## src/rtl/uart_prog_loader_if.sv

```systemverilog
// rtl/uart_prog_loader_if.sv - byte stream in, instruction-memory write bus and CPU hold out
interface uart_prog_loader_if #(
    parameter int ADDR_W = 6
);
    logic [7:0]        rx_data;
    logic              rx_valid;
    logic              restart;
    logic              imem_we;
    logic [ADDR_W-1:0] imem_addr;
    logic [31:0]       imem_wdata;
    logic              cpu_hold;
    logic              load_done;

    modport master (
        input  rx_data, rx_valid, restart,
        output imem_we, imem_addr, imem_wdata, cpu_hold, load_done
    );

    modport slave (
        output rx_data, rx_valid, restart,
        input  imem_we, imem_addr, imem_wdata, cpu_hold, load_done
    );
endinterface

```

## src/rtl/uart_prog_loader.sv

```systemverilog
// rtl/uart_prog_loader.sv - packs UART bytes into little-endian words and loads instruction memory
module uart_prog_loader #(
    parameter int CELL_NUMBERS = 64,
    parameter int ADDR_W       = 6
) (
    input  logic               clk,
    input  logic               rst,
    uart_prog_loader_if.master bus
);
    typedef enum logic [1:0] {LOAD, WRITE, RUN} state_t;

    localparam logic [ADDR_W-1:0] LAST_ADDR = ADDR_W'(CELL_NUMBERS - 1);

    state_t            state, state_n;
    logic [1:0]        byte_cnt, byte_cnt_n;
    logic [ADDR_W-1:0] word_addr, word_addr_n;
    logic [31:0]       shift, shift_n;
    logic              imem_we, imem_we_n;
    logic [ADDR_W-1:0] imem_addr, imem_addr_n;
    logic [31:0]       imem_wdata, imem_wdata_n;
    logic              cpu_hold, cpu_hold_n;
    logic              load_done, load_done_n;

    always_ff @(posedge clk or negedge rst) begin
        if (!rst) begin
            state      <= LOAD;
            byte_cnt   <= 2'd0;
            word_addr  <= '0;
            shift      <= 32'd0;
            imem_we    <= 1'b0;
            imem_addr  <= '0;
            imem_wdata <= 32'd0;
            cpu_hold   <= 1'b1;
            load_done  <= 1'b0;
        end else begin
            state      <= state_n;
            byte_cnt   <= byte_cnt_n;
            word_addr  <= word_addr_n;
            shift      <= shift_n;
            imem_we    <= imem_we_n;
            imem_addr  <= imem_addr_n;
            imem_wdata <= imem_wdata_n;
            cpu_hold   <= cpu_hold_n;
            load_done  <= load_done_n;
        end
    end

    always_comb begin
        state_n      = state;
        byte_cnt_n   = byte_cnt;
        word_addr_n  = word_addr;
        shift_n      = shift;
        imem_we_n    = 1'b0;
        imem_addr_n  = imem_addr;
        imem_wdata_n = imem_wdata;
        cpu_hold_n   = cpu_hold;
        load_done_n  = load_done;

        if (bus.restart) begin
            state_n     = LOAD;
            byte_cnt_n  = 2'd0;
            word_addr_n = '0;
            shift_n     = 32'd0;
            cpu_hold_n  = 1'b1;
            load_done_n = 1'b0;
        end else begin
            unique case (state)
                LOAD: begin
                    if (bus.rx_valid) begin
                        shift_n[{byte_cnt, 3'b000} +: 8] = bus.rx_data;
                        if (byte_cnt == 2'd3) begin
                            state_n      = WRITE;
                            imem_we_n    = 1'b1;
                            imem_addr_n  = word_addr;
                            imem_wdata_n = {bus.rx_data, shift[23:0]};
                        end else begin
                            byte_cnt_n = byte_cnt + 2'd1;
                        end
                    end
                end
                WRITE: begin
                    if (word_addr == LAST_ADDR) begin
                        state_n     = RUN;
                        cpu_hold_n  = 1'b0;
                        load_done_n = 1'b1;
                    end else begin
                        state_n     = LOAD;
                        word_addr_n = word_addr + 1'b1;
                        // a byte landing in the write cycle opens the next word
                        if (bus.rx_valid) begin
                            shift_n[7:0] = bus.rx_data;
                            byte_cnt_n   = 2'd1;
                        end else begin
                            byte_cnt_n = 2'd0;
                        end
                    end
                end
                RUN: ;
                default: state_n = LOAD;
            endcase
        end
    end

    assign bus.imem_we    = imem_we;
    assign bus.imem_addr  = imem_addr;
    assign bus.imem_wdata = imem_wdata;
    assign bus.cpu_hold   = cpu_hold;
    assign bus.load_done  = load_done;
endmodule

```

## src/flat_wrapper.sv

```systemverilog
// flat-port wrapper written by rule: the top's interface ports become plain ports
module uart_prog_loader_flat 
#(
    parameter int CELL_NUMBERS = 64,
    parameter int ADDR_W       = 6
)
  (clk, rst, bus_rx_data, bus_rx_valid, bus_restart, bus_imem_we, bus_imem_addr, bus_imem_wdata, bus_cpu_hold, bus_load_done);
  uart_prog_loader_if #(.ADDR_W(ADDR_W)) bus_i ();
  input  logic clk;
  input  logic rst;
  input wire logic [$bits(bus_i.rx_data)-1:0] bus_rx_data;
  input wire logic [$bits(bus_i.rx_valid)-1:0] bus_rx_valid;
  input wire logic [$bits(bus_i.restart)-1:0] bus_restart;
  output wire logic [$bits(bus_i.imem_we)-1:0] bus_imem_we;
  output wire logic [$bits(bus_i.imem_addr)-1:0] bus_imem_addr;
  output wire logic [$bits(bus_i.imem_wdata)-1:0] bus_imem_wdata;
  output wire logic [$bits(bus_i.cpu_hold)-1:0] bus_cpu_hold;
  output wire logic [$bits(bus_i.load_done)-1:0] bus_load_done;
  assign bus_i.rx_data = bus_rx_data;
  assign bus_i.rx_valid = bus_rx_valid;
  assign bus_i.restart = bus_restart;
  assign bus_imem_we = bus_i.imem_we;
  assign bus_imem_addr = bus_i.imem_addr;
  assign bus_imem_wdata = bus_i.imem_wdata;
  assign bus_cpu_hold = bus_i.cpu_hold;
  assign bus_load_done = bus_i.load_done;
  uart_prog_loader #(.CELL_NUMBERS(CELL_NUMBERS), .ADDR_W(ADDR_W)) u_core (.clk(clk), .rst(rst), .bus(bus_i));
endmodule
```

## config.mk

```make
export PLATFORM = sky130hd
export DESIGN_NAME = uart_prog_loader_flat
export DESIGN_NICKNAME = d
export VERILOG_FILES = /design/src/rtl/uart_prog_loader_if.sv /design/src/rtl/uart_prog_loader.sv /design/src/flat_wrapper.sv
export SDC_FILE = /design/constraint.sdc
export NUM_CORES = 1
export LEC_CHECK = 0
export CORE_MARGIN = 1
export CORE_UTILIZATION = 27
export DETAILED_ROUTE_END_ITERATION = 6
export DONT_BUFFER_PORTS = 1
export MAX_ROUTING_LAYER = met4
export PLACE_DENSITY = 0.43
export SYNTH_ARGS = -nofsm -noshare
export SYNTH_HDL_FRONTEND = slang
export SYNTH_SLANG_ARGS = --single-unit
```

## constraint.sdc

```tcl
create_clock -name clk -period 5.2 [get_ports clk]
set_input_delay 1.56 -clock clk [delete_from_list [all_inputs] [get_ports clk]]
set_output_delay 1.56 -clock clk [all_outputs]
set_load 0.005 [all_outputs]
```

# Word level (Yosys, flattened, before mapping)
# Cells that the tools add are included.
# classes
shifts	2
mux	31
add_sub_neg	3
n_eq_ne	11
reduce_logical	13
bitwise_logic	1
# ops
operator	count
$mux W32	2
$bwmux W32	1
$shift A8 B7 Y32 const A	1
$shiftx A8 B7 Y32	1
$mux W24	1
$mux W6	3
$mux W2	8
$mux W8	2
$pmux W8 S2	1
$ne A3 B3 Y1 const B	4
$reduce_and A4 Y1	3
$mux W1	11
$reduce_bool A2 Y1	4
$neg A5 Y7	1
$add A6 B1 Y6 const B	1
$eq A6 B6 Y1 const B	1
$pmux W2 S3	1
$reduce_and A2 Y1	3
$eq A2 B2 Y1 const B	2
$ne A2 B2 Y1 const B	2
$pmux W2 S2	1
$ne A3 B2 Y1 const B	1
$reduce_and A3 Y1	1
$reduce_bool A3 Y1	1
other kinds (4)	4
# word_totals
regBits	83
out_inout_bits	41
input_bits	12
word_cells	71

# Longest topological paths before layout
# Gate-level depths: netlist of run 1.
# logic_depth
word_depth	6
ltp_mapped	7
depth_no_buf	6

# Worst setup path before layout of run 1
# No wires, ideal clock.
# synth_path
path_kind	input port to flip-flop
start	input port bus_restart
end	register u_core.imem_addr[0] (netlist: u_core.bus.imem_addr[0])
setup_slack_ns	2.459
required_ns	5.075
stages	5
arrival_time_ns	2.616
setup_time_ns	0.125
n_path_buf	2
cell_sequence	buf_2 > clkinv_1 > nand3_1 > buf_2 > mux2_2
# synth_between
elab_chain_len	2
# synth_lines
element	line	source
start, declared	flat_wrapper.sv:13	input wire logic [$bits(bus_i.restart)-1:0] bus_restart;
$not A1 Y1 (no source line)	--	
$reduce_and A4 Y1 (no source line)	--	
end signal, assigned	uart_prog_loader.sv:41	imem_addr <= imem_addr_n;
end, declared	uart_prog_loader.sv:19	logic [ADDR_W-1:0] imem_addr, imem_addr_n;
# Every way passes these cells.
# A chain may end at the register's enable or synchronous reset.

# Worst setup path after layout of run 1
# layout_path
start	input port bus_rx_valid
end	register u_core.imem_wdata[15] (netlist: u_core.bus.imem_wdata[15])
# layout_between
elab_chain_len	1
# layout_lines
element	line	source
start, declared	flat_wrapper.sv:12	input wire logic [$bits(bus_i.rx_valid)-1:0] bus_rx_valid;
$reduce_and A4 Y1 (no source line)	--	
end signal, assigned	uart_prog_loader.sv:42	imem_wdata <= imem_wdata_n;
end, declared	uart_prog_loader.sv:20	logic [31:0] imem_wdata, imem_wdata_n;
# Every way passes these cells.

==> results of run 1 <==
-- power by group through the flow --
stage,clock network (mW),registers [mW],logic [mW]
floorplan,0,0.693,0.163
global placement,0,0.709,0.183
detailed placement,0,0.710,0.186
CTS,0.633,0.699,0.187
global route,0.663,0.706,0.209
finish,0.619,0.696,0.184
-- worst max-delay path by stage --
stage / start / endpoint / slack (ns)
2_1_floorplan: bus_restart / u_core.bus.imem_addr[0] / 2.46
6_report: bus_rx_valid / u_core.bus.imem_wdata[15] / 2.08
3_3_place_gp: bus_rx_valid / u_core.bus.imem_wdata[1] / 1.68
3_5_place_dp: bus_rx_valid / u_core.bus.imem_wdata[23] / 1.67
4_1_cts: bus_rx_valid / u_core.bus.imem_wdata[8] / 2.00
5_1_grt: bus_rx_valid / u_core.bus.imem_wdata[15] / 1.84
-- cells in the final DEF (no fill, tap or decap), types with 2 or more instances in the layout --
master	instances
sky130_fd_sc_hd__a31o_1	2
sky130_fd_sc_hd__nor3_1	2
sky130_fd_sc_hd__o21ai_0	17
sky130_fd_sc_hd__a21oi_1	6
sky130_fd_sc_hd__mux2i_1	3
sky130_fd_sc_hd__clkinv_2	3
sky130_fd_sc_hd__dfrtp_1	74
sky130_fd_sc_hd__a31o_2	6
sky130_fd_sc_hd__inv_1	6
sky130_fd_sc_hd__nand2_1	29
sky130_fd_sc_hd__a31oi_1	2
sky130_fd_sc_hd__ha_1	6
sky130_fd_sc_hd__nand3_1	9
sky130_fd_sc_hd__clkbuf_16	9
sky130_fd_sc_hd__nor2_1	9
sky130_fd_sc_hd__clkinvlp_4	2
sky130_fd_sc_hd__xor2_1	2
sky130_fd_sc_hd__mux2_2	38
sky130_fd_sc_hd__o21ai_1	2
sky130_fd_sc_hd__nor3b_1	9
-- worst max-delay path: cells and delay by family --
kind	cells	cell delay, ns
AND/OR/NAND/NOR	2	1.16
multiplexers	1	0.60
-- registers in the layout, summed over array words and instances (netlist names) --
register               count
u_core.bus.load_done       1
u_core.word_addr           6
u_core.bus.imem_wdata     32
u_core.state               2
u_core.bus.imem_we         1
u_core.byte_cnt            2
u_core.shift              24
u_core.bus.imem_addr       6
u_core.bus.cpu_hold        1
-- Yosys cell counts (2+ instances only) --
cell type | count | area share (%)
sky130_fd_sc_hd__a31o_2 | 6 | 1.7
sky130_fd_sc_hd__mux2i_1 | 3 | 0.95
sky130_fd_sc_hd__o21ai_0 | 17 | 2.7
sky130_fd_sc_hd__nor3_1 | 2 | 0.32
sky130_fd_sc_hd__nand2_1 | 29 | 3.4
sky130_fd_sc_hd__buf_2 | 6 | 0.95
sky130_fd_sc_hd__clkbuf_1 | 2 | 0.24
sky130_fd_sc_hd__a31o_1 | 2 | 0.55
sky130_fd_sc_hd__ha_1 | 6 | 2.4
sky130_fd_sc_hd__xor2_1 | 2 | 0.55
sky130_fd_sc_hd__dfrtp_1 | 74 | 58
sky130_fd_sc_hd__a31oi_1 | 2 | 0.39
sky130_fd_sc_hd__buf_6 | 2 | 0.71
sky130_fd_sc_hd__o21ai_1 | 2 | 0.32
sky130_fd_sc_hd__mux2_2 | 38 | 13
sky130_fd_sc_hd__nor3b_1 | 9 | 2.1
sky130_fd_sc_hd__nand3_1 | 10 | 1.6
sky130_fd_sc_hd__a21oi_1 | 6 | 0.95
sky130_fd_sc_hd__inv_1 | 6 | 0.71
sky130_fd_sc_hd__nor2_1 | 9 | 1.1
-- per-layer routing --
metal	vias up	share of wire, %
li1	901	-
met1	922	49
met2	49	44
met3	10	4.8
met4	0	2.3
met5	-	0
-- cells by family after synthesis --
family | synth area share [%]
multiplexers | 14.4
AO/OA/AOI/OAI | 8.75
AND/OR/NAND/NOR | 11.9
adder cells (fa/ha/maj) | 2.36
flip-flops | 59.2
XOR/XNOR | 0.552
buffers and inverters | 2.84
-- final cells by class --
class                      instances  area [um2]
fill                            1177        7830
sequential                        75        1880
multi-input combinational        162        1210
clock buffer                       9         225
tap                              143         179
clock inverter                     7        68.8
inverter                           7        26.3
-- through the flow --
| stage | cell area (um2) | hold slack, ns |
|---|---|---|
| 4_1_cts | 3590 | 0.485 |
| 2_1_floorplan | 3170 | 0.446 |
| 6_report | 3590 | 0.480 |
| 3_5_place_dp | 3290 | 0.471 |
| 3_3_place_gp | 3290 | 0.463 |
| 5_1_grt | 3590 | 0.520 |
==> impl_metrics.csv, run 1 <==
group,metric,value,unit
sta,hold_violations,0,
sta,slew_viol_final,0,
global_routing,grt_use_met1,16.7,%
global_routing,grt_first_pass_wirelength,11.5,mm
worst_setup_path,worstSetupPathType,"in2reg",
pwr,switching_part_of_the_total_power,26.7,%
worst_setup_path,destination_of_the_worst_register_to_register_timing_path,"u_core.bus.imem_wdata[15]",
sta,tightest_slew,1.12,ns
pwr,p_total,1.50,mW
floorplanning,floorplan.rows,39,
cts,tritoncts_clock_tree,"built",
logic_synthesis,post_synth.cell_area_avg,12.4,um2
logic_synthesis,async_flop_share,100,%
cells_and_area,diodes,0,
logic_synthesis,yosys_most_used_dff,"sky130_fd_sc_hd__dfrtp_1",
pwr,p_leak,1.66,nW
route,drt.antenna.violating_nets,0,
cts,h-tree-depth,3,
route,ratio_of_routed_vias_to_standard_cells,4.67,
place,place_worst_setup_slack,1.67,ns
route,remaining_drc_errors,0,
run,cap_violations,0,
global_routing,grt_overflow_total,0,
global_routing,global_route.usage.total,12.6,%
pwr,combinationalPowerShare,12.3,%
pwr,power_report.internal_total,1.10,mW
place,post_detail_place_hpwl,4.40,mm
floorplanning,i_o_pin_total,53,
worst_setup_path,critical_path_arrival,3.33,ns
pwr,p_per_area,418,mW/mm2
logic_synthesis,yosysWarningCount,0,
cts,clock_insertion_delay_worst_skew,0.33,ns
cells_and_area,stdcell_count,403,
worst_setup_path,timing.critical_path.fanout_max,40,
cells_and_area,postLayoutCoreUtil,31.4,%
place,place.detailed.instances,387,
pwr,clock_power_share,41.3,%
sta,unrepaired_setup_endpoints_after_global_routing,"no",
cells_and_area,drive_gt1_share,26.2,%
min_path,min_path_cells,2,
floorplanning,start_util,27.8,%
sta,layout_min_cycle_time,3.12,ns
worst_setup_path,worst_r2r_startpoint,"u_core.state[1]",
outcome,outcome,"finished, final reports clean",
pwr,power.ir.vdd_worst,172,uV
logic_synthesis,edff_count_synth,0,
logic_synthesis,yosysSeqAreaShare,59.2,%
sta,post-route-worst-setup-slack,2.08,ns
floorplanning,die-width,110,um
global_routing,met2_usage,17.5,%
worst_setup_path,worstPathCellList,"nor3b_1 -> nand3_2 -> mux2_2",
min_path,hold_class,"reg2reg",
pwr,net-switching-power,400,uW
cts,cts.clk_slew.worst_paths,0.06,ns
global_routing,grt_antenna_before_repair,0,
logic_synthesis,synth_fp_nets,273,
cts,cts_made_buffers,9,
pwr,seq_power_share,46.4,%
route,detail_route.first_pass.iterations,5,
logic_synthesis,number_of_storage_elements_in_the_synthesis_netlist,75,
logic_synthesis,synthesis.area,0.00317,mm2
worst_setup_path,crit_path_top_delay_cell,"sky130_fd_sc_hd__nand3_2",
cts,cts_sinks,75,
cts,cts-root-to-sink-buffers,2,
global_routing,grt_max_degree,76,
cts,cts_resized,0,
global_routing,met3_resource_use_gr,3.51,%
worst_setup_path,setup.worst_path.start_class,"primary input",
place,routabilityCongestion,0.749,
route,initialDrtViolationCount,99,
sta,setup_tns_after_final_layout,0,ns
place,io_buffers,0,
cells_and_area,syn_to_final_growth,13.0,%
worst_setup_path,depth_of_the_worst_register_to_register_path,3,
floorplanning,die_area,0.0122,mm2
cts,cts.root.buffer_cell,"sky130_fd_sc_hd__clkbuf_16",
min_path,hp-start,"u_core.shift[18]",
worst_setup_path,endpoint_kind,"register",
cells_and_area,post_layout_net_count,273,
logic_synthesis,post_synth_num_cell_types,42,
worst_setup_path,cpPeakStageDelay,0.86,ns
sta,max_freq,320,MHz
global_routing,grt-busiest-layer,"met2",
worst_setup_path,worst-endpoint-required,5.41,ns
global_routing,grt_pass1_vias,1943,
sta,worst_setup_skew_after_layout,0.00755,ns
route,wl,6.84,mm
worst_setup_path,r2r_setup_slack,2.79,ns
route,drt-wirelength-per-cell,17.0,um
cts,cts_setup_buffers,0,
floorplanning,die_h,110,um
cts,ctsHoldBuffers,0,
route,dr_total_vias,1882,
logic_synthesis,synthCells,255,
sta,number_of_failing_setup_endpoints_in_the_final_timing_report,0,
min_path,min_to,"u_core.shift[18]",
sta,layout_worst_path_cycle_share,60.0,%
floorplanning,core_area,0.0114,mm2
sta,relSlewSlack,25.3,%
Note: power is estimated with default switching activity, not from simulation.
==> inputs of run 2 (changes only) <==
--- a/config.mk
+++ b/config.mk
@@ -10,7 +10,7 @@
 export DETAILED_ROUTE_END_ITERATION = 6
 export DONT_BUFFER_PORTS = 1
 export MAX_ROUTING_LAYER = met4
-export PLACE_DENSITY = 0.43
+export PLACE_DENSITY = 0.45
 export SYNTH_ARGS = -nofsm -noshare
 export SYNTH_HDL_FRONTEND = slang
 export SYNTH_SLANG_ARGS = --single-unit
==> constraint.sdc (replaced) <==
create_clock -name clk -period 2.8 [get_ports clk]
set_input_delay 0.84 -clock clk [delete_from_list [all_inputs] [get_ports clk]]
set_output_delay 0.84 -clock clk [all_outputs]
set_load 0.005 [all_outputs]
==> impl_metrics.csv, run 2 (synthesized netlist as in run 1, its figures left out) <==
group,metric,value,unit
global_routing,global_route.usage.total,13.0,%
sta,unrepaired_setup_endpoints_after_global_routing,"no",
sta,tightest_slew,0.967,ns
min_path,hold_class,"in2async",
cts,cts_made_buffers,9,
worst_setup_path,destination_of_the_worst_register_to_register_timing_path,"u_core.shift[3]",
floorplanning,floorplan.rows,39,
cts,clock_insertion_delay_worst_skew,0.33,ns
cells_and_area,stdcell_count,406,
floorplanning,i_o_pin_total,53,
cells_and_area,layout_commonest_cell,"sky130_fd_sc_hd__dfrtp_1",
floorplanning,die-width,110,um
worst_setup_path,endpoint_kind,"register",
sta,hold_violations,0,
route,met1_wire_length,3.32,mm
global_routing,grt_overflow_total,0,
cells_and_area,post_layout_net_count,276,
place,routabilityCongestion,0.727,
floorplanning,start_util,27.8,%
route,dr_wl_met3,341,um
sta,post-route-worst-setup-slack,0.813,ns
cts,h-tree-depth,3,
cells_and_area,diodes,0,
global_routing,grt_first_pass_wirelength,11.7,mm
worst_setup_path,r2r_setup_slack,0.81,ns
route,detail_route.first_pass.iterations,4,
place,place_worst_setup_slack,0.632,ns
cells_and_area,most-common-layout-cells,"sky130_fd_sc_hd__dfrtp_1 (74), sky130_fd_sc_hd__mux2_2 (38), sky130_fd_sc_hd__nand2_1 (29)",
worst_setup_path,worstSetupPathType,"reg2reg",
pwr,p_per_area,775,mW/mm2
route,drt.antenna.violating_nets,0,
cts,cts_sinks,75,
run,cap_violations,0,
cts,cts.root.buffer_cell,"sky130_fd_sc_hd__clkbuf_16",
pwr,p_leak,1.67,nW
route,initialDrtViolationCount,92,
cells_and_area,drive_gt1_share,26.2,%
worst_setup_path,setup.worst_path.start_class,"register",
route,remaining_drc_errors,0,
outcome,outcome,"finished, final reports clean",
route,dr_total_vias,1894,
cts,tritoncts_clock_tree,"built",
sta,worst_setup_skew_after_layout,0.00508,ns
worst_setup_path,critical_path_arrival,2.21,ns
worst_setup_path,timing.critical_path.fanout_max,16,
cts,ctsHoldBuffers,0,
sta,relSlewSlack,35.5,%
sta,setup_tns_after_final_layout,0,ns
cells_and_area,syn_to_final_growth,13.8,%
global_routing,grt_max_degree,76,
cells_and_area,largest_reg_flops,32,
cts,cts_setup_buffers,0,
worst_setup_path,worst_r2r_startpoint,"u_core.word_addr[0]",
sta,max_freq,503,MHz
sta,slew_viol_final,0,
floorplanning,die_area,0.0122,mm2
global_routing,grt_pass1_vias,1994,
route,ratio_of_routed_vias_to_standard_cells,4.67,
worst_setup_path,worst-endpoint-required,3.02,ns
cts,cts.clk_slew.worst_paths,0.06,ns
cts,cts-root-to-sink-buffers,2,
worst_setup_path,depth_of_the_worst_register_to_register_path,5,
global_routing,grt_antenna_before_repair,0,
route,drt-wirelength-per-cell,17.1,um
cells_and_area,largest-register,"u_core.bus.imem_wdata",
route,wl,6.96,mm
floorplanning,die_h,110,um
route,topRoutingLayerUsed,"met4",
worst_setup_path,worst_setup_path_endpoint,"u_core.shift[3]",
place,place.detailed.instances,390,
pwr,power.ir.vdd_worst,267,uV
floorplanning,core_area,0.0114,mm2
route,met2_length,3.14,mm
sta,layout_min_cycle_time,1.99,ns
place,io_buffers,0,
cts,cts_resized,0,
worst_setup_path,critPathLaunch,"u_core.word_addr[0]",
sta,final.hold.worst_slack,0.197,ns
place,post_detail_place_hpwl,4.61,mm
sta,layout_worst_path_cycle_share,71.0,%
cells_and_area,layout_top_registers,"u_core.bus.imem_wdata x32, u_core.shift x24",
sta,number_of_failing_setup_endpoints_in_the_final_timing_report,0,
==> run 2: changes by cell type in the layout (fill, tap and decap cells not counted), sizes merged <==
cell / before / now
buf: 0 / 3
clkbuf: 9 / 12
clkinv: 5 / 2
==> run 2: critical path, stage by stage (launching register included) <==
cell	delay (ns)
sky130_fd_sc_hd__dfrtp_1	0.42
sky130_fd_sc_hd__ha_1	0.24
sky130_fd_sc_hd__and4b_4	0.24
sky130_fd_sc_hd__a211oi_4	0.62
sky130_fd_sc_hd__nor3b_1	0.11
sky130_fd_sc_hd__a31o_2	0.24
==> run 2: layout make-up <==
cell class,count,area [um2]
sequential,75,1880
fill,1177,7800
inverter,7,26.3
timing repair buffer,3,22.5
tap,143,179
clock buffer,12,246
clock inverter,4,50.0
multi-input combinational,162,1210
==> run 2: power by group <==
| part | leakage [nW] | internal, mW | total, mW | switching (mW) |
|---|---|---|---|---|
| logic | 0.506 | 0.157 | 0.352 | 0.195 |
| registers | 1.03 | 1.20 | 1.29 | 0.0891 |
| clock network | 0.139 | 0.713 | 1.16 | 0.442 |
==> run 2: per-layer routing <==
metal / up-vias / track usage, %
met1: 941 / 16.8
met5: - / -
met2: 36 / 18.5
met3: 11 / 3.62
li1: 906 / -
met4: 0 / 6.67
==> run 2: how the worst min path moves through the flow <==
stage | slack (ns) | to | startpoint | cells after the start
after floorplan | 0.45 | u_core.shift[16] | u_core.shift[16] | 2
after global routing | 0.18 | u_core.bus.imem_addr[4] | rst | 0
final | 0.20 | u_core.bus.imem_addr[4] | rst | 0
after global placement | 0.47 | u_core.shift[16] | u_core.shift[16] | 2
after CTS | 0.19 | u_core.bus.imem_addr[4] | rst | 0
after detailed placement | 0.48 | u_core.shift[22] | u_core.shift[22] | 2
==> run 2: per-stage QoR <==
stage               power (mW)  utilization, %  instance area [um2]
floorplan                 1.59               -                 3170
global placement          1.66            29.0                 3320
detailed placement        1.67            29.0                 3320
CTS                       2.85            31.6                 3610
global route              2.95            31.6                 3610
finish                    2.80            31.6                 3610
==> inputs of run 3 (changes only) <==
--- a/config.mk
+++ b/config.mk
@@ -10,7 +10,7 @@
 export DETAILED_ROUTE_END_ITERATION = 6
 export DONT_BUFFER_PORTS = 1
 export MAX_ROUTING_LAYER = met4
-export PLACE_DENSITY = 0.45
+export PLACE_DENSITY = 0.43
 export SYNTH_ARGS = -nofsm -noshare
 export SYNTH_HDL_FRONTEND = slang
 export SYNTH_SLANG_ARGS = --single-unit
==> constraint.sdc (replaced) <==
create_clock -name clk -period 1.9 [get_ports clk]
set_input_delay 0.57 -clock clk [delete_from_list [all_inputs] [get_ports clk]]
set_output_delay 0.57 -clock clk [all_outputs]
set_load 0.005 [all_outputs]
==> impl_metrics.csv, run 3 (synthesized netlist as in run 1, its figures left out) <==
group,metric,value,unit
route,topRoutingLayerUsed,"met4",
floorplanning,die_h,110,um
sta,relSlewSlack,57.6,%
cts,clock_insertion_delay_worst_skew,0.33,ns
sta,max_freq,560,MHz
worst_setup_path,worstSetupPathType,"reg2reg",
floorplanning,die_area,0.0122,mm2
floorplanning,die-width,110,um
global_routing,grt_overflow_total,0,
cells_and_area,largest-register,"u_core.bus.imem_wdata",
worst_setup_path,worst_r2r_startpoint,"u_core.state[0]",
worst_setup_path,timing.critical_path.fanout_max,27,
pwr,clock_power_share,45.1,%
cells_and_area,diodes,0,
cells_and_area,syn_to_final_growth,17.8,%
floorplanning,i_o_pin_total,53,
global_routing,grt_pass1_vias,2006,
outcome,outcome,"finished, violations left",
cells_and_area,post_layout_net_count,282,
route,drt.antenna.violating_nets,0,
pwr,net-switching-power,1.08,mW
pwr,power.ir.vdd_worst,435,uV
place,post_detail_place_hpwl,4.52,mm
route,dr_total_vias,1959,
worst_setup_path,setup.worst_path.start_class,"register",
run,cap_violations,0,
global_routing,grt_max_degree,76,
cts,cts_sinks,75,
worst_setup_path,r2r_setup_slack,0.11,ns
floorplanning,floorplan.rows,39,
cells_and_area,largest_reg_flops,32,
sta,slew_viol_final,0,
route,drt-wirelength-per-cell,16.7,um
worst_setup_path,worstPathCellList,"nor3b_1 -> nand3_2 -> buf_4 -> mux2_2",
cells_and_area,stdcell_count,412,
worst_setup_path,destination_of_the_worst_register_to_register_timing_path,"u_core.bus.imem_wdata[21]",
route,dr_wl_met3,366,um
worst_setup_path,depth_of_the_worst_register_to_register_path,4,
floorplanning,core_area,0.0114,mm2
pwr,switching_part_of_the_total_power,23.9,%
cts,cts_setup_buffers,0,
sta,number_of_failing_setup_endpoints_in_the_final_timing_report,0,
route,wl,6.88,mm
worst_setup_path,cpPeakStageDelay,0.49,ns
cells_and_area,drive_gt1_share,29.0,%
worst_setup_path,crit_path_top_delay_cell,"sky130_fd_sc_hd__nor3b_1",
place,routabilityCongestion,0.759,
sta,unrepaired_setup_endpoints_after_global_routing,"no",
cts,cts.root.buffer_cell,"sky130_fd_sc_hd__clkbuf_16",
cts,cts-root-to-sink-buffers,2,
worst_setup_path,critical_path_arrival,2.00,ns
sta,layout_min_cycle_time,1.79,ns
route,ratio_of_routed_vias_to_standard_cells,4.75,
cts,cts_made_buffers,9,
pwr,p_leak,1.75,nW
route,detail_route.first_pass.iterations,4,
place,io_buffers,0,
floorplanning,start_util,27.8,%
cts,tritoncts_clock_tree,"built",
sta,tightest_slew,0.634,ns
min_path,hold_class,"in2async",
global_routing,grt_antenna_before_repair,0,
pwr,combinationalPowerShare,13.2,%
sta,setup_tns_after_final_layout,0,ns
route,met2_length,3.14,mm
worst_setup_path,worst-endpoint-required,2.11,ns
route,remaining_drc_errors,0,
cells_and_area,fillers,1188,
cells_and_area,layout_top_registers,"u_core.bus.imem_wdata x32, u_core.shift x24",
global_routing,grt_first_pass_wirelength,11.4,mm
sta,worst_setup_skew_after_layout,0.00546,ns
cts,h-tree-depth,3,
place,place.detailed.instances,396,
pwr,power_report.internal_total,3.45,mW
sta,final.hold.worst_slack,-0.0694,ns
cells_and_area,layout_commonest_cell,"sky130_fd_sc_hd__dfrtp_1",
worst_setup_path,endpoint_kind,"register",
pwr,seq_power_share,41.7,%
sta,hold_violations,74,
outcome,failing_checks,"hold timing",
global_routing,global_route.usage.total,12.7,%
pwr,p_per_area,1210,mW/mm2
cts,cts.clk_slew.worst_paths,0.06,ns
route,initialDrtViolationCount,77,
route,met1_wire_length,3.24,mm
cells_and_area,most-common-layout-cells,"sky130_fd_sc_hd__dfrtp_1 (74), sky130_fd_sc_hd__mux2_2 (38), sky130_fd_sc_hd__nand2_1 (29)",
sta,layout_worst_path_cycle_share,94.0,%
run 3: repair_timing:
action                                 CTS  global route
resized for setup                        0             1
setup endpoints to repair                0             8
endpoints found under the hold margin   74            74
run 3: critical path, delay by kind of cell (launching register included):
family	cells	cell delay [ns]
buffers and inverters	1	0.27
DFF	1	0.44
muxes	1	0.31
and+or+nand+nor	2	0.63
run 3: how the worst max path moves through the flow:
| stage | startpoint | endpoint | slack, ns | depth (start not counted) |
|---|---|---|---|---|
| 3_3_place_gp | bus_rx_valid | u_core.shift[18] | 0.05 | 3 |
| 3_5_place_dp | bus_rx_valid | u_core.shift[20] | 0.01 | 3 |
| 2_1_floorplan | bus_restart | u_core.bus.imem_addr[0] | 0.15 | 5 |
| 6_report | u_core.state[0] | u_core.bus.imem_wdata[21] | 0.11 | 4 |
| 5_1_grt | u_core.state[0] | u_core.bus.imem_wdata[21] | 0.0006 | 4 |
| 4_1_cts | u_core.byte_cnt[1] | u_core.shift[2] | 0.09 | 6 |
run 3: metal layers:
layer,vias to the layer above,global-route usage [%]
met5,-,-
met1,977,16.2
met3,10,3.95
met4,0,6.40
li1,930,-
met2,42,18.2
run 3: metrics by stage:
stage	setup slack, ns	total power, mW	utilization (%)	instance area (um2)	hold slack (ns)
3_5_place_dp	0.00955	2.53	29.6	3370	0.276
3_3_place_gp	0.0462	2.52	29.6	3370	0.276
5_1_grt	0.000574	4.75	32.8	3740	-0.0869
4_1_cts	0.0851	4.60	32.7	3740	-0.0849
2_1_floorplan	0.149	2.34	-	3170	0.274
6_report	0.115	4.54	32.8	3740	-0.0694
run 3: cell type report:
cell class	count	area [um2]	share of cell area (%)
clock buffer	12	267	7.13
clock inverter	4	95.1	2.54
inverter	7	26.3	0.703
multi-input combinational	162	1210	32.5
sequential	75	1880	50.2
tap	143	179	4.78
timing repair buffer	9	80.1	2.14
run 3: power groups by stage:
| stage | Clock [mW] | Sequential (mW) | Combinational, mW |
|---|---|---|---|
| after floorplan | 0 | 1.90 | 0.447 |
| after global placement | 0 | 1.92 | 0.595 |
| after detailed placement | 0 | 1.92 | 0.602 |
| after CTS | 2.10 | 1.89 | 0.608 |
| after global routing | 2.16 | 1.91 | 0.673 |
| final | 2.05 | 1.89 | 0.598 |
